## src/rtl/button_input_pkg.sv

```systemverilog
`default_nettype none
// ---------------------------------------------------------------------------
// button_input_pkg : debounce FSM state encoding and default timing constants
// Rev 1.0
// ---------------------------------------------------------------------------
package button_input_pkg;

  typedef enum logic [1:0] {
    REL     = 2'd0,
    REL_CHK = 2'd1,
    PRS     = 2'd2,
    PRS_CHK = 2'd3
  } state_t;

  // 10 ms debounce and 0.5 s auto-repeat at the 12 MHz board clock
  localparam int c_debounce_cycles_def = 120000;
  localparam int c_repeat_cycles_def   = 6000000;

endpackage
`default_nettype wire

```

## src/rtl/debounce_channel.sv

```systemverilog
`default_nettype none
// ---------------------------------------------------------------------------
// debounce_channel : synchroniser, debounce FSM, press pulse and toggle level
// Optional hold auto-repeat enabled by HOLD_REPEAT_EN.        Rev 1.0
// ---------------------------------------------------------------------------
module debounce_channel
  import button_input_pkg::*;
#(
  parameter int DEBOUNCE_CYCLES = c_debounce_cycles_def,
  parameter int BTN_ACTIVE_LOW  = 1
`ifdef HOLD_REPEAT_EN
  ,
  parameter int REPEAT_CYCLES   = c_repeat_cycles_def
`endif
) (
  input  logic i_clk,
  input  logic i_rst_n,
  input  logic i_btn,
  output logic o_level,
  output logic o_press
);

  localparam int                 c_cnt_w   = $clog2(DEBOUNCE_CYCLES);
  localparam logic [c_cnt_w-1:0] c_cnt_max = c_cnt_w'(DEBOUNCE_CYCLES - 1);
  localparam logic               c_rel_lvl = (BTN_ACTIVE_LOW != 0);

  logic               r_sync1;
  logic               r_sync2;
  logic               w_p;
  state_t             r_state;
  state_t             w_state_nxt;
  logic [c_cnt_w-1:0] r_cnt;
  logic [c_cnt_w-1:0] w_cnt_nxt;
  logic               w_commit;
  logic               w_toggle;
  logic               r_press;
  logic               r_level;

  // Sync flops reset to the released pad level so reset never looks like a press
  always_ff @(posedge i_clk or negedge i_rst_n) begin
    if (!i_rst_n) begin
      r_sync1 <= c_rel_lvl;
      r_sync2 <= c_rel_lvl;
    end else begin
      r_sync1 <= i_btn;
      r_sync2 <= r_sync1;
    end
  end

  assign w_p = r_sync2 ^ c_rel_lvl;

  always_ff @(posedge i_clk or negedge i_rst_n) begin
    if (!i_rst_n) begin
      r_state <= REL;
      r_cnt   <= '0;
    end else begin
      r_state <= w_state_nxt;
      r_cnt   <= w_cnt_nxt;
    end
  end

  always_comb begin
    w_state_nxt = r_state;
    w_cnt_nxt   = r_cnt;
    w_commit    = 1'b0;
    case (r_state)
      REL: begin
        if (w_p) begin
          w_state_nxt = REL_CHK;
          w_cnt_nxt   = '0;
        end
      end
      REL_CHK: begin
        if (!w_p) begin
          w_state_nxt = REL;
          w_cnt_nxt   = '0;
        end else if (r_cnt == c_cnt_max) begin
          w_state_nxt = PRS;
          w_cnt_nxt   = '0;
          w_commit    = 1'b1;
        end else begin
          w_cnt_nxt   = r_cnt + 1'b1;
        end
      end
      PRS: begin
        if (!w_p) begin
          w_state_nxt = PRS_CHK;
          w_cnt_nxt   = '0;
        end
      end
      PRS_CHK: begin
        if (w_p) begin
          w_state_nxt = PRS;
          w_cnt_nxt   = '0;
        end else if (r_cnt == c_cnt_max) begin
          w_state_nxt = REL;
          w_cnt_nxt   = '0;
        end else begin
          w_cnt_nxt   = r_cnt + 1'b1;
        end
      end
      default: begin
        w_state_nxt = REL;
        w_cnt_nxt   = '0;
      end
    endcase
  end

`ifdef HOLD_REPEAT_EN
  localparam int                 c_rpt_w   = $clog2(REPEAT_CYCLES);
  localparam logic [c_rpt_w-1:0] c_rpt_max = c_rpt_w'(REPEAT_CYCLES - 1);

  logic [c_rpt_w-1:0] r_rcnt;
  logic               w_hold;
  logic               w_rpt_fire;

  // Repeat only while the press stays committed; leaving PRS restarts the hold time
  assign w_hold     = (r_state == PRS) && (w_state_nxt == PRS);
  assign w_rpt_fire = w_hold && (r_rcnt == c_rpt_max);

  always_ff @(posedge i_clk or negedge i_rst_n) begin
    if (!i_rst_n) begin
      r_rcnt <= '0;
    end else if (!w_hold || w_rpt_fire) begin
      r_rcnt <= '0;
    end else begin
      r_rcnt <= r_rcnt + 1'b1;
    end
  end

  assign w_toggle = w_commit | w_rpt_fire;
`else
  assign w_toggle = w_commit;
`endif

  always_ff @(posedge i_clk or negedge i_rst_n) begin
    if (!i_rst_n) begin
      r_press <= 1'b0;
      r_level <= 1'b0;
    end else begin
      r_press <= w_toggle;
      r_level <= r_level ^ w_toggle;
    end
  end

  assign o_press = r_press;
  assign o_level = r_level;

endmodule
`default_nettype wire

```

## src/rtl/button_input_stage.sv

```systemverilog
`default_nettype none
// ---------------------------------------------------------------------------
// button_input_stage : two debounced, toggling pushbutton channels (A and B)
// Optional hold auto-repeat enabled by HOLD_REPEAT_EN.        Rev 1.0
// ---------------------------------------------------------------------------
module button_input_stage
  import button_input_pkg::*;
#(
  parameter int DEBOUNCE_CYCLES = c_debounce_cycles_def,
  parameter int BTN_ACTIVE_LOW  = 1,
  parameter int REPEAT_CYCLES   = c_repeat_cycles_def
) (
  input  logic CLK_IN,
  input  logic RST_N_IN,
  input  logic BTN_A_IN,
  input  logic BTN_B_IN,
  output logic A_OUT,
  output logic B_OUT,
  output logic A_PRESS_OUT,
  output logic B_PRESS_OUT
);

  debounce_channel #(
    .DEBOUNCE_CYCLES (DEBOUNCE_CYCLES),
    .BTN_ACTIVE_LOW  (BTN_ACTIVE_LOW)
`ifdef HOLD_REPEAT_EN
    ,
    .REPEAT_CYCLES   (REPEAT_CYCLES)
`endif
  ) u_ch_a (
    .i_clk   (CLK_IN),
    .i_rst_n (RST_N_IN),
    .i_btn   (BTN_A_IN),
    .o_level (A_OUT),
    .o_press (A_PRESS_OUT)
  );

  debounce_channel #(
    .DEBOUNCE_CYCLES (DEBOUNCE_CYCLES),
    .BTN_ACTIVE_LOW  (BTN_ACTIVE_LOW)
`ifdef HOLD_REPEAT_EN
    ,
    .REPEAT_CYCLES   (REPEAT_CYCLES)
`endif
  ) u_ch_b (
    .i_clk   (CLK_IN),
    .i_rst_n (RST_N_IN),
    .i_btn   (BTN_B_IN),
    .o_level (B_OUT),
    .o_press (B_PRESS_OUT)
  );

endmodule
`default_nettype wire

```

## config.mk

```make
export PLATFORM = sky130hd
export DESIGN_NAME = button_input_stage
export DESIGN_NICKNAME = d
export VERILOG_FILES = /design/src/rtl/button_input_pkg.sv /design/src/rtl/debounce_channel.sv /design/src/rtl/button_input_stage.sv
export SDC_FILE = /design/constraint.sdc
export NUM_CORES = 1
export LEC_CHECK = 0
export CORE_MARGIN = 3
export CORE_UTILIZATION = 45
export DETAILED_ROUTE_END_ITERATION = 8
export PLACE_DENSITY = 0.61
export SETUP_SLACK_MARGIN = 0.15
export SKIP_CTS_REPAIR_TIMING = 1
export SLEW_MARGIN = 25
export SYNTH_ARGS = -nofsm -noshare
export SYNTH_HDL_FRONTEND = slang
export SYNTH_SLANG_ARGS = --single-unit
```

## constraint.sdc

```tcl
create_clock -name CLK_IN -period 2.72 [get_ports CLK_IN]
set_input_delay 0.408 -clock CLK_IN [delete_from_list [all_inputs] [get_ports CLK_IN]]
set_output_delay 0.408 -clock CLK_IN [all_outputs]
set_load 0.01 [all_outputs]
```

# == Word level (Yosys, flattened, before mapping) ==
# Cells that the tools add are included.
# totals
input_bits,4
regBits,46
# classes
mux,32
add_sub_neg,2
eq_ne,16
reduce_logical,6
bitwise,2
# ops
operator,n
17-bit 2-to-1 mux,10
17-bit case mux with 4 select lines,2
"17-bit by 1-bit adder with 17-bit output, second input constant",2
"17-bit == test, second input constant",2
2-bit 2-to-1 mux,12
2-bit case mux with 4 select lines,2
"2-bit == test, second input constant",4
4-bit AND reduction,2
1-bit 2-to-1 mux,6
"3-bit by 1-bit != test with 1-bit output, second input constant",2
"3-bit != test, second input constant",2
"2-bit by 1-bit == test with 1-bit output, second input constant",2
2-bit logical NOT,2
"2-bit by 1-bit != test with 1-bit output, second input constant",2
"2-bit != test, second input constant",2
2-bit AND reduction,2
1-bit XOR,2

# == Depth between registers and ports, before layout ==
# logic_depth
depth_word,5
depth_mapped,7

# == Modules after synthesis ==
# Synthesis repeated with hierarchy kept, for this count alone.
# unflattened
hier_cells,262
area_unflattened_um2,2572.5
# modules_own_cells
module,seq_area_each_um2,cells_each,area_each_um2,instances
debounce_channel,578.1,131,1286.2,2

# == Worst setup path before layout ==
# OpenSTA, ideal clock, no wires.
# synth_path
kind,register -> register
from,register u_ch_a.r_cnt[13]
to,register u_ch_a.r_cnt[11]
path_stages_with_launch,7
t_required_ns,2.602
slack_ns,0.766
period_less_slack_ns,1.954
t_arrival_ns,1.836
setup_ns,0.118
n_path_buf,1
path_cell_list,dfrtp_1 or4b_4 nor4_4 or2_1 buf_6 o21ai_2 a21o_1
# synth_between
elab_chain_len,4
# synth_rtl
element,line,text
"start, declared",debounce_channel.sv:32,logic [c_cnt_w-1:0] r_cnt;
"start signal, assigned",debounce_channel.sv:58,r_cnt <= w_cnt_nxt;
17-bit == test *,"debounce_channel.sv:77, debounce_channel.sv:95",
17-bit 2-to-1 mux *,"debounce_channel.sv:77, debounce_channel.sv:95",
17-bit 2-to-1 mux (on tied branches),"debounce_channel.sv:92, debounce_channel.sv:74",
17-bit case mux with 4 select lines *,debounce_channel.sv:66,case (r_state)
# Every way passes the cells marked *; elsewhere a longest branch is shown, timed or not.
# A chain may end at the register's enable or synchronous reset.

# == Final worst setup path ==
# Same ends and word-level chain as after synthesis.

==> results.py <==
metrics = {
    "synth": {
        "yosysSeqAreaShare_pct": 50.5,
        "yosysUniqueCellTypes": 45,
        "yosysWarnings": 0,
        "syn_inst": 240,
        "syn_avg_cell_area_um2": 9.54,
        "synthAdderAreaFrac_pct": 1.09,
        "synth_xor_area_share_pct": 3.06,
        "synthFlopType": "dfrtp_1",
        "ys_ff_latch": 46,
        "netlist_area_um2": 2290,
        "synth_mux_area_share_pct": 0.437,
        "synth-compound-area-share_pct": 16.1,
        "synth_enable_flop_cells": 0,
        "synth_simple_gate_area_share_pct": 26.2,
        "synth_top_family_by_area": "simple AND/OR/NAND/NOR gates",
        "async_reset_ff_share_pct": 100,
        "syn_nets": 246,
    },
    "clocking": {
        "cts.sinks": 46,
        "worstSkewPairLatency_ps": 300,
        "clkTransAtPathRegs_ps": 90,
        "cts_tree": "yes",
        "clockBufferDepth": 2,
        "htreeDepth": 2,
        "cts-root-buf": "clkbuf_8",
        "cts_buffers": 5,
    },
    "critical_path": {
        "crit_type": "flop to flop",
        "end_kind": "flop",
        "cp.arrival_ps": 2450,
        "slowest_stage": "or4b_4",
        "crit_fanout": 11,
        "slowest_delay_ps": 560,
        "worst_ep_required_time_ps": 2920,
        "crit_family": "simple AND/OR/NAND/NOR gates",
        "critPathLaunchType": "flop",
        "path_buf_inv": 0,
        "worstPathCellList": "or4b_4 > nor4_4 > or2_1 > o21ai_2 > a21o_1",
    },
    "global_routing": {
        "grt_pass1_wl_mm": 8.02,
        "grt_overflow": 0,
        "grt_pass1_vias": 1635,
        "gr-usage-all-layers_pct": 16.8,
        "antenna_found_initial": 0,
        "grt_max_degree": 34,
    },
    "layout": {
        "area_growth_pct": 11.0,
        "num_antenna_cells": 0,
        "layout-drive-gt1-share_pct": 9.88,
        "mostFrequentLayoutCell": "dfrtp_1",
        "reg_top3": "u_ch_a.r_cnt: 17 flops, u_ch_b.r_cnt: 17 flops",
        "instances_no_fill": 320,
        "layout_common_cells": "dfrtp_1, nand2_1, nor2_1, o21ai_0",
        "fillers": 460,
        "final_net_count": 258,
    },
    "timing": {
        "period_share_pct": 82.8,
        "fmax_mhz": 444,
        "max_slew.worst_pin.slew_ps": 666,
        "maxSlewHeadroom_pct": 55.5,
        "report.final.slew_viol_count": 0,
        "fin_tns_setup_ps": 0,
        "hold_viol": 0,
        "period_needed_ps": 2250,
        "rsz0062_at_grt": "false",
        "setup_violations": 0,
        "fin_worst_skew_ps": 7.15,
    },
    "die": {
        "die_height_um": 77.3,
        "pin_count": 8,
        "die-width_um": 77.3,
        "dieArea_um2": 5980,
        "core_um2": 4820,
        "std_cell_rows": 25,
        "start_util_pct": 47.5,
    },
    "detailed_routing": {
        "dr.pass1.iters": 4,
        "wire_per_inst_um": 14.6,
        "drtIter0Drc": 154,
        "viasPerCell": 5.64,
        "route.detailed.drc": 0,
        "antenna_left": 0,
        "vias": 1805,
        "drt_wl_total_mm": 4.66,
    },
    "power": {
        "p_leak_nw": 1.09,
        "ir_drop_v": 0.000329,
        "p_per_area_nw_per_um2": 501,
    },
    "run": {
        "maxCapViolations": 0,
    },
    "run_status": {
        "status": "completed",
    },
    "place": {
        "hpwlAfterDp_mm": 3.26,
        "globalplace.congestion": 0.788,
        "numPortBuffers": 7,
        "dpl.cell_count": 311,
    },
    "min_path": {
        "worst_hold_path_type": "flop to flop",
    },
}
[worst paths after layout]
path,start,to,slack [ps],cells after the start
setup / recovery,u_ch_a.r_cnt[13]$_DFFE_PN0P_,u_ch_a.r_cnt[11]$_DFFE_PN0P_,470,5
hold reg to reg,u_ch_a.r_sync1$_DFF_PN1_,u_ch_a.r_sync2$_DFF_PN1_,360,0
hold / removal,u_ch_a.r_sync1$_DFF_PN1_,u_ch_a.r_sync2$_DFF_PN1_,360,0
min in group asynchronous,RST_N_IN,u_ch_a.r_cnt[14]$_DFFE_PN0P_,520,2
setup reg to reg,u_ch_a.r_cnt[13]$_DFFE_PN0P_,u_ch_a.r_cnt[11]$_DFFE_PN0P_,470,5
max in group asynchronous,RST_N_IN,u_ch_b.r_sync2$_DFF_PN1_,1440,3
[cell type report]
| class | instances | area, um^2 | area share [%] |
|---|---|---|---|
| clock inverter | 3 | 40.0 | 1.57 |
| timing repair buffer | 11 | 97.6 | 3.84 |
| tap | 67 | 83.8 | 3.30 |
| multi-input combinational | 182 | 1070 | 42.2 |
| clock buffer | 5 | 68.8 | 2.71 |
| sequential | 46 | 1160 | 45.5 |
| inverter | 6 | 22.5 | 0.886 |
[logic make-up (layout without fill, tap and decap cells)]
kind of cell / count (synthesis) / after routing
adder cells (fa/ha/maj): 2 / 2
AO/OA/AOI/OAI: 60 / 60
flip-flops: 46 / 46
XOR/XNOR: 8 / 8
AND/OR/NAND/NOR: 111 / 111
buffers and inverters: 12 / 25
multiplexers: 1 / 1
[power by group]
part           internal (mW)  switching, mW  total, mW
logic                 0.0218         0.0469     0.0688
clock network          0.271          0.231      0.501
registers              0.695        0.00960      0.705
total                  0.988          0.287       1.27
[stage by stage]
step	hold slack (ps)	area [um^2]	worst slack, ps	utilization [%]	total power, mW
final	360	2540	469	52.8	1.27
after global routing	363	2540	399	52.8	1.34
after CTS	-9.04	2530	487	52.6	1.29
after detailed placement	324	2420	501	50.3	0.787
after global placement	323	2420	560	50.3	0.786
after floorplan	112	2290	766	-	0.757
[routing by layer]
layer / up-vias / routed length (um) / part of all wire [%] / global-route usage, %
li1: 905 / - / - / -
met1: 856 / 2530 / 54 / 25.7
met2: 40 / 1890 / 41 / 23.8
met3: 4 / 188 / 4.0 / 3.60
met4: 0 / 53 / 1.1 / 4.80
met5: - / 0 / 0 / 0
[cells in the mapped netlist (4+ instances only)]
| library cell | n | area share, % |
|---|---|---|
| nor4_1 | 4 | 1.1 |
| a21oi_1 | 12 | 2.6 |
| or4_1 | 5 | 1.6 |
| dfrtp_1 | 42 | 46 |
| or3_1 | 4 | 1.1 |
| nand2_1 | 32 | 5.2 |
| dfstp_2 | 4 | 4.6 |
| nor3_1 | 8 | 1.7 |
| o21ai_0 | 17 | 3.7 |
| a31oi_1 | 8 | 2.2 |
| nand3_1 | 12 | 2.6 |
| and3_1 | 5 | 1.4 |
| xnor2_1 | 5 | 1.9 |
| nor2_1 | 17 | 2.8 |
| o31ai_1 | 4 | 1.3 |
| a21o_1 | 6 | 2.0 |
| inv_1 | 6 | 0.98 |
| clkbuf_1 | 4 | 0.66 |
| nand4_1 | 5 | 1.4 |
Power figures use the tool's default switching activity.
